### config.mk
export PLATFORM = sky130hd
export DESIGN_NAME = ic7402_tester
export DESIGN_NICKNAME = d
export VERILOG_FILES = /design/src/rtl/ic7402_pkg.sv /design/src/rtl/ic7402_vec_gen.sv /design/src/rtl/ic7402_tester.sv
export SDC_FILE = /design/constraint.sdc
export NUM_CORES = 1
export LEC_CHECK = 0
export ABC_CLOCK_PERIOD_IN_PS = 3400
export CAP_MARGIN = 20
export CORE_MARGIN = 3
export CORE_UTILIZATION = 48
export DETAILED_ROUTE_END_ITERATION = 16
export MAX_ROUTING_LAYER = met4
export PLACE_DENSITY = 0.75
export RECOVER_POWER = 50
export SETUP_SLACK_MARGIN = 0.3
export SLEW_MARGIN = 10
export SYNTH_ARGS = -nofsm -noshare
export SYNTH_HDL_FRONTEND = slang
export SYNTH_HIERARCHICAL = 1
export SYNTH_SLANG_ARGS = --single-unit
### constraint.sdc
create_clock -name clk_in -period 3.4 [get_ports clk_in]
set_clock_uncertainty 0.05 [all_clocks]
set_input_delay 0.85 -clock clk_in [delete_from_list [all_inputs] [get_ports clk_in]]
set_output_delay 0.85 -clock clk_in [all_outputs]
set_load 0.02 [all_outputs]
### src/rtl/ic7402_pkg.sv
// ic7402_pkg: shared states, gate constants and NOR drive/expect helpers for the 7402 tester.
package ic7402_pkg;
  typedef enum logic [2:0] {IDLE, DRIVE, SETTLE, CHECK, DONE} state_t;
  localparam int NUM_GATES = 4;
  localparam int NUM_VEC = 4;
  function automatic logic nor_expect(input logic a, input logic b);
    return ~(a | b);
  endfunction
  // Rotating per-gate code so neighbouring gates never see the same input pair.
  function automatic logic [1:0] gate_code(input logic [1:0] vec, input int g);
    return vec + 2'(g);
  endfunction
endpackage

### src/rtl/ic7402_vec_gen.sv
// ic7402_vec_gen: maps a vector index to the a/b drive words and the expected NOR outputs.
module ic7402_vec_gen
  import ic7402_pkg::*;
(
  input  logic [1:0] vec,
  output logic [3:0] a,
  output logic [3:0] b,
  output logic [3:0] exp
);
  for (genvar g = 0; g < NUM_GATES; g++) begin : gen_gate
    logic [1:0] c;
    assign c = gate_code(vec, g);
    assign a[g] = c[1];
    assign b[g] = c[0];
    assign exp[g] = nor_expect(c[1], c[0]);
  end
endmodule

### src/rtl/ic7402_tester.sv
// ic7402_tester: sequences drive/settle/check over all NOR input codes and accumulates a pass/fail verdict.
module ic7402_tester
  import ic7402_pkg::*;
#(
  parameter int SETTLE_CYCLES = 4,
  parameter int NUM_PASSES = 1,
  parameter int ERR_W = 8
) (
  input  logic             clk_in,
  input  logic             rst_n_in,
  input  logic             start_in,
  input  logic             abort_in,
  output logic [3:0]       dut_a_out,
  output logic [3:0]       dut_b_out,
  input  logic [3:0]       dut_y_in,
  output logic             busy_out,
  output logic             done_out,
  output logic             pass_out,
  output logic [3:0]       fail_mask_out,
  output logic [ERR_W-1:0] err_count_out,
  output logic [1:0]       vec_idx_out
);
  localparam int SW = SETTLE_CYCLES > 1 ? $clog2(SETTLE_CYCLES + 1) : 1;
  localparam int PW = NUM_PASSES > 1 ? $clog2(NUM_PASSES) : 1;
  localparam int EW = ERR_W + 3;
  state_t state, state_nx;
  logic [SW-1:0] settle;
  logic [PW-1:0] pass_cnt;
  logic [3:0] a_nx, b_nx, exp, mis;
  logic [EW-1:0] err_sum;
  logic [ERR_W-1:0] err_nx;
  logic last;
  ic7402_vec_gen u_vec_gen (
    .vec(vec_idx_out),
    .a  (a_nx),
    .b  (b_nx),
    .exp(exp)
  );
  assign busy_out = state != IDLE;
  assign mis = dut_y_in ^ exp;
  assign err_sum = EW'(err_count_out) + EW'($countones(mis));
  assign err_nx = err_sum > EW'({ERR_W{1'b1}}) ? '1 : err_sum[ERR_W-1:0];
  assign last = vec_idx_out == 2'd3 && pass_cnt == PW'(NUM_PASSES - 1);
  always_comb begin
    state_nx = state;
    unique case (state)
      IDLE:    state_nx = (start_in && !abort_in) ? DRIVE : IDLE;
      DRIVE:   state_nx = abort_in ? IDLE : (SETTLE_CYCLES == 0 ? CHECK : SETTLE);
      SETTLE:  state_nx = abort_in ? IDLE : (settle == SW'(1) ? CHECK : SETTLE);
      CHECK:   state_nx = abort_in ? IDLE : (last ? DONE : DRIVE);
      DONE:    state_nx = IDLE;
      default: state_nx = IDLE;
    endcase
  end
  always_ff @(posedge clk_in or negedge rst_n_in) begin
    if (!rst_n_in) begin
      state         <= IDLE;
      settle        <= '0;
      pass_cnt      <= '0;
      vec_idx_out   <= '0;
      dut_a_out     <= '0;
      dut_b_out     <= '0;
      done_out      <= 1'b0;
      pass_out      <= 1'b0;
      fail_mask_out <= '0;
      err_count_out <= '0;
    end else begin
      state    <= state_nx;
      done_out <= 1'b0;
      unique case (state)
        IDLE: if (start_in && !abort_in) begin
          fail_mask_out <= '0;
          err_count_out <= '0;
          vec_idx_out   <= '0;
          pass_cnt      <= '0;
          pass_out      <= 1'b0;
        end
        DRIVE: begin
          dut_a_out <= a_nx;
          dut_b_out <= b_nx;
          settle    <= SW'(SETTLE_CYCLES);
        end
        SETTLE: settle <= settle - SW'(1);
        CHECK: begin
          fail_mask_out <= fail_mask_out | mis;
          err_count_out <= err_nx;
          if (!last) begin
            vec_idx_out <= vec_idx_out + 2'd1;
            if (vec_idx_out == 2'd3) pass_cnt <= pass_cnt + PW'(1);
          end else begin
            done_out  <= 1'b1;
            pass_out  <= (fail_mask_out | mis) == 4'd0;
            dut_a_out <= '0;
            dut_b_out <= '0;
          end
        end
        default: ;
      endcase
      // Abort wins over anything decided above, but the CHECK accumulation is kept.
      if (abort_in && state != IDLE) begin
        dut_a_out <= '0;
        dut_b_out <= '0;
        done_out  <= 1'b0;
        pass_out  <= 1'b0;
      end
    end
  end
endmodule
==> metrics.md <==
| Metric | Value |
|---|---|
| Dpl ws | `-0.3655 ns` |
| GRT overflow | `0` |
| I/O pin total | `33` |
| Min Tclk post-route | `around 3.0 ns` |
| Drt total wl | `~3.9 mm` |
| Initial Utilization | `a little over 50%` |
| DP Cell Count | `~240` |
| Compound-Gate Fraction of Synth Area | `approximately 16%` |
| Root Buffer | `clkbuf_4` |
| Maxcap violations | `1` |
| Total number of vias | `roughly 1400` |
| Fillers | `approximately 270` |
| Yosys top cell area share | `approximately 45%` |
| Post-synthesis xor/xnor area fraction | `2.549%` |
| Final setup vio count | `0` |
| Setup Crit Path Kind | `register to register` |
| Clk buf depth | `2` |
| Multi-input gate area | `between 800 and 900 µm²` |
| Critical Path Start | `vec_idx_out[1]$_DFFE_PN0P_` |
| Final worst slack | `around 0.38 ns` |
| Pin count of the biggest net entering global routing | `32` |
| Clock-pin transition on the worst setup and hold timing paths | `0.11 ns` |
| Largest family of logic cells by synthesized area | `simple AND/OR/NAND/NOR gates` |
| Critical path's slowest cell | `fa_1` |
| Synth Area per Inst | `around 10 µm²` |
| Die H | `65.83 µm` |
| Kind of cell adding the most delay to the critical path | `adder cells` |
| CTS tree | `done` |
| Crit Path Max Fanout | `5` |
| # DRC | `0` |
| Worst Path Buf+Inv | `3` |
| Syn nets | `190` |
| P_leak | `about 1.0 nW` |
| Least-Margin Pin Slew | `~1.6 ns` |
| Startpoint type of the worst setup path | `register` |
| Area leader, netlist | `dfrtp_1` |
| Initial antenna violation count | `0` |
| WP data arrival | `around 3.2 ns` |
| Power Total | `1.149 mW` |
| Mapped Cells | `171` |
| Max_slew headroom | `-9.848%` |
| Failing checks | `capacitance limit, slew limit` |
| Main synth FF type | `dfrtp_1` |
| Area of the die | `0.004333 mm²` |
| Detail Placement HPWL | `between 2 and 3 mm` |
| Crit-path max cell delay | `0.50 ns` |
| Worst min path class | `register to register` |
| Via density | `5.400` |
| Diode count | `0` |
| CP cell instances | `buf_6 > ha_4 > xor2_2 > inv_1 > fa_1 > fa_2 > inv_2 > fa_2 > and4_4 > and3_4 > nor2_2 > a211oi_2` |
| Tcrit/Tclk final | `88.73%` |
| Die X-Extent | `65.83 µm` |
| RSZ-0062 raised after global routing | `yes` |
| Post-Syn Area | `0.001718 mm²` |
| Synthesized-area fraction occupied by adder cells | `under 10%` |
| Leading cell type in the layout, fill and taps excluded | `dfrtp_1` |
| Worst Path Required | `~3.6 ns` |
| Most frequent cells in the layout | `29 x dfrtp_1, 28 x clkdlybuf4s50_1, 17 x nor2_1` |
| Final hold vios | `0` |
| H-tree levels | `2` |
| Worst hold start | `pass_cnt$_DFFE_PN0P_` |
| Fmax | `0.3315 GHz` |
| Register area | `778.2 µm²` |
| Synth warn | `6` |
| Seq/Total Area, Yosys | `45.16%` |
| Num CTS Buffers | `5` |
| Simple-gate area share of the yosys netlist | `approximately 17%` |
| Core area | `between 0.003 and 0.004 mm²` |
| Detailed Routing Iterations Pass 1 | `4` |
| CTS Sinks | `31` |
| Iteration-0 DRC Markers | `between 50 and 60` |
| Global router's overall resource usage | `19.71%` |
| Ys async rst share | `100.0%` |
| Global-route wire length before repair | `between 6 and 7 mm` |
| Final #Nets | `roughly 230` |
| Yosys reg bits | `31` |
| Vias in the first global route | `1414` |
| Outcome | `finished, violations left` |
| Clk Latency, worst-skew pair | `0.34 ns` |
| Crit. End Element | `register` |
| Drt wl/cell | `14.90 µm` |
| Reg-to-Reg Start | `vec_idx_out[1]$_DFFE_PN0P_` |
| Synth top area cells | `dfrtp_1 45%, ha_1 5.8%, a22o_1 4.6%` |
| GPL Wtd Cong | `between 0.9 and 1` |
| I/O Buffers | `32` |
| Post-layout util | `66.74%` |
| Share of cells above drive strength 1 | `20.09%` |
| Finished Layout Cells | `260` |
| Final Max Slew Viols | `32` |
| Std-Cell Rows | `21` |
| Pwr Density | `around 510 mW/mm²` |
| Netlist cell types | `40` |
| Post-synth EDFFs | `0` |
| Mux cell area share after synthesis | `2.986%` |
| Antenna-violating nets left | `0` |
| Peak supply drop | `approximately 0.00046 V` |
| Area Growth Syn to Fin | `31.68%` |
| Most common cell on crit path | `fa_2` |
==> worst register-to-register path: stages, from the launching register on <==
cell,delay [ns]
dfrtp_2,0.46
buf_6,0.14
ha_4,0.15
xor2_2,0.16
inv_1,0.07
fa_1,0.50
fa_2,0.40
inv_2,0.07
fa_2,0.21
and4_4,0.25
and3_4,0.22
nor2_2,0.05
a211oi_2,0.21
==> synth_stat cells (all sizes together) (2+ instances only) <==
library cell and number:
dfrtp 31, nor2 18, inv 15, a21oi 12, buf 11, a22o 9
ha 8, nor3 6, nand2 5, o21ai 5, and3 4, mux2i 4
nand3 4, xor2 4, fa 3, nand2b 3, nor2b 3, a211oi 2
and2 2, and4 2, nor4 2, o2111ai 2, o22ai 2
==> where the power goes <==
group,internal [mW],total [mW],switching (mW)
registers,0.422,0.481,0.0594
clock network,0.0789,0.221,0.142
logic,0.224,0.446,0.223
==> cell families (layout without fill, tap and decap cells) <==
kind of cell             count (synthesis)  in the layout
multiplexers                             5              5
AO/OA/AOI/OAI                           39             39
flip-flops                              31             31
buffers and inverters                   26             69
adder cells (fa/ha/maj)                 11             11
AND/OR/NAND/NOR                         54             54
XOR/XNOR                                 5              5
==> cell type report <==
type                    instances  area share (%)
repair buffers                 46           19.03
well taps                      46           2.544
multi-input cells             114           38.88
clock inverters                 3          0.8850
flip-flops and latches         31           34.40
inverters                      15           2.600
clock buffers                   5           1.659
==> sequential cells by signal, summed over array words and instances (netlist names) <==
register / cells
err_count_out: 8
dut_a_out: 4
dut_b_out: 4
fail_mask_out: 4
settle: 3
state: 3
vec_idx_out: 2
done_out: 1
pass_cnt: 1
pass_out: 1
==> path summary, 6_finish.rpt <==
path	endpoint	slack, ns	cells after the start
max in group asynchronous	vec_idx_out[1]$_DFFE_PN0P_	0.83	2
setup / recovery	err_count_out[4]$_DFFE_PN0P_	0.38	12
hold reg to reg	pass_cnt$_DFFE_PN0P_	0.46	1
hold / removal	pass_cnt$_DFFE_PN0P_	0.46	1
min in group asynchronous	state[0]$_DFF_PN0_	1.40	2
setup reg to reg	err_count_out[4]$_DFFE_PN0P_	0.38	12
==> through the flow <==
step	area [µm²]	TNS, ns	hold WS, ns
after floorplan	1732	0	0.4170
after global placement	2072	-1.604	0.4312
after detailed placement	2072	-2.246	0.4409
after CTS	2162	0	0.4674
after global routing	2262	0	0.4809
final	2262	0	0.4649
==> timing repair <==
| item | in CTS | in global routing |
|---|---|---|
| setup endpoints to repair | 8 | 8 |
| hold buffers | 0 | 0 |
| pin swaps | 8 | 6 |
| resized for setup | 7 | 15 |
| setup buffers | 3 | 6 |
==> metal layers <==
metal	up-vias	wire length [µm]	track usage [%]
met5	-	0	-
met4	0	63	6.477
met3	9	200	6.463
met2	40	1895	30.41
met1	673	1715	24.50
li1	682	-	-
Note: power is estimated with default switching activity, not from simulation.
